$ cat config.mk
export PLATFORM = sky130hd
export DESIGN_NAME = shift_unit_arbiter
export DESIGN_NICKNAME = d
export VERILOG_FILES = /design/src/rtl/shift_unit_arbiter_pkg.sv /design/src/rtl/right_barrel_shifter.sv /design/src/rtl/shift_unit_arbiter_rr_arbiter_2.sv /design/src/rtl/shift_unit_arbiter.sv
export SDC_FILE = /design/constraint.sdc
export NUM_CORES = 1
export LEC_CHECK = 0
export BUFFER_PORTS_ARGS = -buffer_cell sky130_fd_sc_hd__buf_2
export CAP_MARGIN = 0
export CELL_PAD_IN_SITES_DETAIL_PLACEMENT = 1
export CELL_PAD_IN_SITES_GLOBAL_PLACEMENT = 1
export CORE_ASPECT_RATIO = 0.75
export CORE_MARGIN = 2
export CORE_UTILIZATION = 30
export CTS_CLUSTER_SIZE = 12
export DETAILED_ROUTE_END_ITERATION = 7
export GPL_TIMING_DRIVEN = 0
export PLACE_DENSITY = 0.65
export SYNTH_ARGS = -nofsm -noshare
export SYNTH_HDL_FRONTEND = slang
export SYNTH_SLANG_ARGS = --single-unit
export TNS_END_PERCENT = 20
$ cat constraint.sdc
create_clock -name clock -period 4 [get_ports clock]
set_input_delay 0 -clock clock [delete_from_list [all_inputs] [get_ports clock]]
set_output_delay 0 -clock clock [all_outputs]
set_load 0.02 [all_outputs]
$ cat src/rtl/shift_unit_arbiter_pkg.sv
// Shared definitions for the shift-unit arbiter: op encodings, datapath widths,
// result-stage states and the bit-reverse helper used to build SLL.
package shift_unit_arbiter_pkg;

    localparam int SHIFT_W = 32;
    localparam int AMT_W   = 5;

    localparam logic [1:0] OP_SRL = 2'b00;
    localparam logic [1:0] OP_SLL = 2'b01;
    localparam logic [1:0] OP_SRA = 2'b10;

    typedef enum logic {
        ST_EMPTY = 1'b0,
        ST_FULL  = 1'b1
    } state_t;

    function automatic logic [SHIFT_W-1:0] bit_rev(input logic [SHIFT_W-1:0] x);
        logic [SHIFT_W-1:0] r;
        for (int i = 0; i < SHIFT_W; i++) begin
            r[i] = x[SHIFT_W-1-i];
        end
        return r;
    endfunction

endpackage

$ cat src/rtl/right_barrel_shifter.sv
// Logarithmic logical right shifter; one mux stage per amount bit.
module right_barrel_shifter #(
    parameter int W  = 32,
    parameter int AW = 5
) (
    input  logic [W-1:0]  data,
    input  logic [AW-1:0] amt,
    output logic [W-1:0]  result
);

    logic [W-1:0] stage [AW+1];

    always_comb begin
        stage[0] = data;
        for (int s = 0; s < AW; s++) begin
            stage[s+1] = amt[s] ? (stage[s] >> (1 << s)) : stage[s];
        end
        result = stage[AW];
    end

endmodule

$ cat src/rtl/shift_unit_arbiter_rr_arbiter_2.sv
// Two-way round-robin arbiter: one-hot grant from the valid vector and an
// internal last-granted pointer that only moves on an accepted grant.
module rr_arbiter_2 (
    input  logic       clock,
    input  logic       reset,
    input  logic [1:0] valid,
    input  logic       accept,
    output logic [1:0] grant
);

    logic last;

    always_comb begin
        grant = 2'b00;
        case (valid)
            2'b01:   grant = 2'b01;
            2'b10:   grant = 2'b10;
            2'b11:   grant = last ? 2'b01 : 2'b10;
            default: grant = 2'b00;
        endcase
    end

    // Reset to "requester 1 last" so requester 0 wins the first tie.
    always_ff @(posedge clock or negedge reset) begin
        if (!reset) begin
            last <= 1'b1;
        end else if (accept) begin
            last <= grant[1];
        end
    end

endmodule

$ cat src/rtl/shift_unit_arbiter.sv
// Shares one right barrel shifter between two requesters (SRL/SLL/SRA) with
// round-robin arbitration and a single registered result stage.
//
//   state    | meaning
//   ---------+-----------------------------------------------
//   ST_EMPTY | result register empty, resp_valid = 0
//   ST_FULL  | result register holds a result, resp_valid = 1
module shift_unit_arbiter
    import shift_unit_arbiter_pkg::*;
#(
    parameter int NREQ  = 2,
    parameter int CNT_W = 16
) (
    input  logic                    clock,
    input  logic                    reset,
    input  logic [NREQ-1:0]         req_valid,
    output logic [NREQ-1:0]         req_ready,
    input  logic [NREQ*SHIFT_W-1:0] req_data,
    input  logic [NREQ*AMT_W-1:0]   req_amt,
    input  logic [NREQ*2-1:0]       req_op,
    output logic                    resp_valid,
    input  logic                    resp_ready,
    output logic [SHIFT_W-1:0]      resp_data,
    output logic                    resp_id,
    output logic [NREQ*CNT_W-1:0]   acc_count
);

    state_t               state;
    logic [NREQ-1:0]      grant;
    logic                 gid;
    logic                 free;
    logic                 accept;
    logic [SHIFT_W-1:0]   op_x;
    logic [AMT_W-1:0]     op_amt;
    logic [1:0]           op_sel;
    logic [SHIFT_W-1:0]   sh_in;
    logic [SHIFT_W-1:0]   sh_out;
    logic [SHIFT_W-1:0]   sra_mask;
    logic [SHIFT_W-1:0]   result;
    logic [CNT_W-1:0]     cnt [NREQ];

    assign resp_valid = (state == ST_FULL);
    assign free       = ~resp_valid | resp_ready;

    rr_arbiter_2 u_arb (
        .clock  (clock),
        .reset  (reset),
        .valid  (req_valid),
        .accept (accept),
        .grant  (grant)
    );

    // Handshake depends only on valids and the result-stage state, never on data.
    assign req_ready = grant & {NREQ{free}};
    assign accept    = |req_ready;
    assign gid       = grant[1];

    assign op_x   = gid ? req_data[2*SHIFT_W-1:SHIFT_W] : req_data[SHIFT_W-1:0];
    assign op_amt = gid ? req_amt[2*AMT_W-1:AMT_W]      : req_amt[AMT_W-1:0];
    assign op_sel = gid ? req_op[3:2]                   : req_op[1:0];

    assign sh_in = (op_sel == OP_SLL) ? bit_rev(op_x) : op_x;

    right_barrel_shifter #(
        .W  (SHIFT_W),
        .AW (AMT_W)
    ) u_shifter (
        .data   (sh_in),
        .amt    (op_amt),
        .result (sh_out)
    );

    assign sra_mask = op_x[SHIFT_W-1] ? ~({SHIFT_W{1'b1}} >> op_amt) : '0;

    always_comb begin
        result = sh_out;
        case (op_sel)
            OP_SLL:  result = bit_rev(sh_out);
            OP_SRA:  result = sh_out | sra_mask;
            default: result = sh_out;
        endcase
    end

    always_ff @(posedge clock or negedge reset) begin
        if (!reset) begin
            state     <= ST_EMPTY;
            resp_data <= '0;
            resp_id   <= 1'b0;
            for (int i = 0; i < NREQ; i++) begin
                cnt[i] <= '0;
            end
        end else begin
            case (state)
                ST_EMPTY: if (accept) state <= ST_FULL;
                ST_FULL:  if (resp_ready && !accept) state <= ST_EMPTY;
                default:  state <= ST_EMPTY;
            endcase
            if (accept) begin
                resp_data <= result;
                resp_id   <= gid;
                cnt[gid]  <= cnt[gid] + CNT_W'(1);
            end
        end
    end

    always_comb begin
        acc_count = '0;
        for (int i = 0; i < NREQ; i++) begin
            acc_count[i*CNT_W +: CNT_W] = cnt[i];
        end
    end

endmodule

==> results.txt <==
- The flow ran to the end, but the final reports show violations.
- The checks that failed: DRC.
* CP most frequent cell: sky130_fd_sc_hd__clkbuf_16
- Achievable frequency: 259.0 MHz
* Data required, critical path: 4.23 ns
- 151 I/O pins were placed.
- Across the run, the number of max-cap violations was 0.
- Sum of negative setup slack: 0 ns
- The congestion estimate from routability-driven global placement came to 0.9740.
- Routed wire length: slightly above 40000 um
- Buffers placed on the I/O ports in this run total 149.
* Worst R2R Start: u_arb.last
* Clock network fraction of design power: 0.179
* Total non-filler cell area in the finished layout: 10370 um2
- Number of nets with antenna violations after routing: 0
* Remaining Overflow, GRT: 0
* Maximum fanout encountered on the critical timing path: 10
- Proportion of synthesized flip-flops having asynchronous set or reset: 1.000
* Wire length of the first global-routing pass: 60800 um
- At the pin with the least slew margin, the transition time is ~1.2 ns.
- The later pin in the worst-skew pair is clocked with a latency of 0.36 ns.
- Area of the core: between 20000 and 30000 um2
- Clock tree synthesis found a total of 67 sinks.
- The critical path goes through a21boi_2, buf_8, buf_12, clkbuf_16, clkbuf_8, nand2_1, nand2_2, ha_2, clkbuf_16, clkbuf_4, a221o_1, o211ai_1, a21oi_1, or3b_4, or2_1, a41oi_1, o21ai_1.
- Pin count of the biggest net entering global routing: between 60 and 70
* Overall Power: 4.197 mW
- After clock tree synthesis, the clock-pin slew on the worst setup and hold paths is 0.06 ns.
- Buffer depth of the longest clock path: 2
- Startpoint type of the worst setup path: flip-flop
* Average size of a mapped cell: approximately 8.6 um2
- The cell area that synthesis handed to floorplanning was 8152 um2.
* Area enclosed by the die boundary: 28520 um2
- Final setup violation count: 0
* Number of antenna violations at the first check in global routing: 0
- Worst slew margin: 0.1935
* Worst IR drop on VDD: 0.2380 mV
- Count of TritonRoute iterations in the first routing pass: 8
- For this run, the register share of the synthesized area comes to 0.2058.
- Die X: between 150 and 200 um
* Post-synthesis to final-layout area growth: 27.26%
* Instance count after placement with tap cells included: approximately 1.5k
- For this run, the post-layout net count is approximately 1.2k.
* Placed cell area: 9388 um2
* Min Tclk post-route: 3.861 ns
- The analysis attributes to net switching a power of 2.011 mW.
* Sequential share of power: 0.235
- Ratio of routed vias to standard cells: 6.244
* Via total after detailed routing: 9378
- Critical Path End Type: flip-flop
- The max-slew violation count was 0.
- Once detailed placement completed, the half-perimeter wirelength came to 30870 um.
* Syn Nets: 1036
- Longest individual stage delay on the worst path: 0.55 ns
- Relative contribution of combinational cells to total power: 0.585
* Post-synthesis cell count: roughly 950
- Period utilization: 0.9653
- Final core utilization: 0.3861
* Arrival time reported for the critical path endpoint: 4.09 ns
- Total of warnings raised by yosys: 0
- Starting utilization of the core area: 0.3034
- Non-filler cells, final: 1502
- Yosys cell types: 82
* Remaining design rule violation count: 10
* Diodes inserted: 0
- For this design the static power due to leakage is 4.461 nW.
* Number of enable-type register cells in the synthesized netlist: 0
- Setup repair after global routing missed its margin: no
- Main flop type after synthesis: sky130_fd_sc_hd__dfrtp_1
- Slowest stage cell on the critical path: sky130_fd_sc_hd__dfstp_2
* Class of the tightest hold or removal check: input port to flip-flop
- Crit Path Class: flip-flop to flip-flop
- CTS tree: done
- Total internal power: between 2 and 2.5 mW
- The floorplan has 52 rows.
- Number of buffers added by the clock tree synthesis step: 9
- The cell sitting at the root of the clock tree is a sky130_fd_sc_hd__clkbuf_16.
* Number of synthesized register bits: 67
- Dividing the detail-routed wire length by the instance count gives 26.95 um.
* Hold wc startpoint: req_valid[0]
- In this run the power density over the cells is 404.6 nW/um2.
- In the final layout, the share of cells above drive strength 1 is 0.3301.
* Switching part of the total: 0.4791
- Across every metal layer, demand over resource in global routing totals 0.2837.
* First-iteration detailed-routing DRC count: around 1.1k
- Fin Clk Skew: 0.01371 ns
- The count of final hold-check violations was 0.
* CTS H-Tree Depth: 3
- Tracing the worst setup path back leads to its startpoint at u_arb.last.
- Vertical die dimension: 146.8 um
- The via count of the first global-routing pass is ~9.5k.
==> metal layers <==
| metal | vias up | wire length (um) | GRT usage |
|---|---|---|---|
| met2 | 532 | 17280 | 0.4335 |
| met1 | 4776 | 18320 | 0.3972 |
| met3 | 75 | 3897 | 0.07713 |
| met4 | 0 | 974 | 0.07115 |
| li1 | 3995 | - | - |
| met5 | - | 0 | 0 |
==> final timing paths <==
kind | endpoint | slack (ns) | cells past startpoint
max in group asynchronous | resp_data[22] | 3.25 | 3
min in group asynchronous | resp_data[8] | 0.18 | 3
max | resp_data[24] | 0.14 | 17
min | u_arb.last | 0.02 | 3
max reg2reg | resp_data[24] | 0.14 | 17
min reg2reg | acc_count[31] | 0.47 | 1
==> cells in the final DEF, fill, tap and decap left out, types with 23 or more instances in the layout <==
| cell type | instances |
|---|---|
| sky130_fd_sc_hd__a21oi_1 | 52 |
| sky130_fd_sc_hd__nor3_1 | 23 |
| sky130_fd_sc_hd__nor2_1 | 80 |
| sky130_fd_sc_hd__mux2_1 | 42 |
| sky130_fd_sc_hd__dfrtp_1 | 66 |
| sky130_fd_sc_hd__o21ai_0 | 35 |
| sky130_fd_sc_hd__buf_2 | 169 |
| sky130_fd_sc_hd__mux4_2 | 42 |
| sky130_fd_sc_hd__buf_4 | 43 |
| sky130_fd_sc_hd__mux2i_1 | 85 |
| sky130_fd_sc_hd__nand2_1 | 120 |
| sky130_fd_sc_hd__nand3_1 | 40 |
==> state kept, by name, indices dropped and copies added, names as in the netlist <==
register,flops
resp_valid,1
resp_data,32
resp_id,1
acc_count,32
u_arb.last,1
==> power groups by stage <==
stage	Clock, mW	Sequential, mW	Combinational (mW)
6_report	0.753	0.987	2.46
5_1_grt	0.798	1.02	2.60
4_1_cts	0.772	0.991	2.38
3_5_place_dp	0	1.00	2.18
3_3_place_gp	0	0.998	2.16
2_1_floorplan	0	1.19	1.18
==> per-stage QoR <==
step | setup slack, ns | hold WS [ns]
final | 0.1390 | 0.02160
after global placement | -2.029 | 0.2891
after floorplan | 0.004906 | -0.2956
after CTS | -0.01393 | 0.006212
after global routing | 0.05082 | 0.04651
after detailed placement | -1.988 | -0.1810
==> synthesized netlist by cell type, types with 8 or more instances <==
cell | instances | share of area
sky130_fd_sc_hd__xnor2_1 | 10 | 0.011
sky130_fd_sc_hd__o22ai_1 | 10 | 0.0077
sky130_fd_sc_hd__nand4_1 | 12 | 0.0092
sky130_fd_sc_hd__nand3_1 | 42 | 0.026
sky130_fd_sc_hd__nand2_1 | 123 | 0.057
sky130_fd_sc_hd__o21ai_0 | 35 | 0.021
sky130_fd_sc_hd__and3_1 | 8 | 0.0061
sky130_fd_sc_hd__buf_2 | 26 | 0.016
sky130_fd_sc_hd__mux2_1 | 43 | 0.059
sky130_fd_sc_hd__nor3_1 | 26 | 0.016
sky130_fd_sc_hd__a21oi_1 | 55 | 0.034
sky130_fd_sc_hd__xor2_1 | 9 | 0.0097
sky130_fd_sc_hd__clkbuf_1 | 30 | 0.014
sky130_fd_sc_hd__mux2_2 | 19 | 0.026
sky130_fd_sc_hd__mux4_2 | 42 | 0.12
sky130_fd_sc_hd__a211oi_1 | 9 | 0.0083
sky130_fd_sc_hd__dfrtp_1 | 66 | 0.20
sky130_fd_sc_hd__inv_1 | 15 | 0.0069
sky130_fd_sc_hd__nor2_1 | 85 | 0.039
sky130_fd_sc_hd__mux2i_1 | 96 | 0.12
sky130_fd_sc_hd__buf_6 | 10 | 0.014
sky130_fd_sc_hd__o211ai_1 | 11 | 0.010
sky130_fd_sc_hd__o21ai_1 | 19 | 0.012
sky130_fd_sc_hd__a31oi_1 | 14 | 0.011
==> kinds of logic (layout without fill, tap and decap cells) <==
group	after synthesis	count (layout)	synth area share
AND/OR/NAND/NOR	327	327	0.1813
buffers and inverters	94	296	0.06462
adder cells (fa/ha/maj)	4	4	0.006140
flip-flops	67	67	0.2058
XOR/XNOR	19	19	0.02041
AO/OA/AOI/OAI	233	233	0.1926
multiplexers	205	205	0.3291
==> area by class of cell <==
class                           instances  area [um2]
Timing Repair Buffer                  191        1122
Clock buffer                            9       225.2
Sequential cell                        67        1678
Clock inverter                          7       51.30
Buffer                                 73       588.1
Tap cell                              351       439.2
Fill cell                            3231       16500
Inverter                               16       67.56
Multi-Input combinational cell        788        6202
==> what timing repair did <==
| item | CTS | global route |
|---|---|---|
| endpoints found under the setup margin | 32 | 32 |
| buffers inserted | 28 | 8 |
| resized for setup | 85 | 22 |
| hold endpoints to repair | 67 | 0 |
| gates cloned | 1 | 0 |
| hold buffers | 4 | 0 |
| pin swaps | 12 | 13 |
==> worst max-delay path: cells and delay by family, from the launching register on <==
family | cells | cell delay, ns
AOI/OAI and AO/OA | 6 | 1.05
adders and majority gates | 1 | 0.20
buffers and inverters | 6 | 1.01
DFF | 1 | 0.55
and+or+nand+nor | 4 | 0.90
Power figures use the tool's default switching activity.
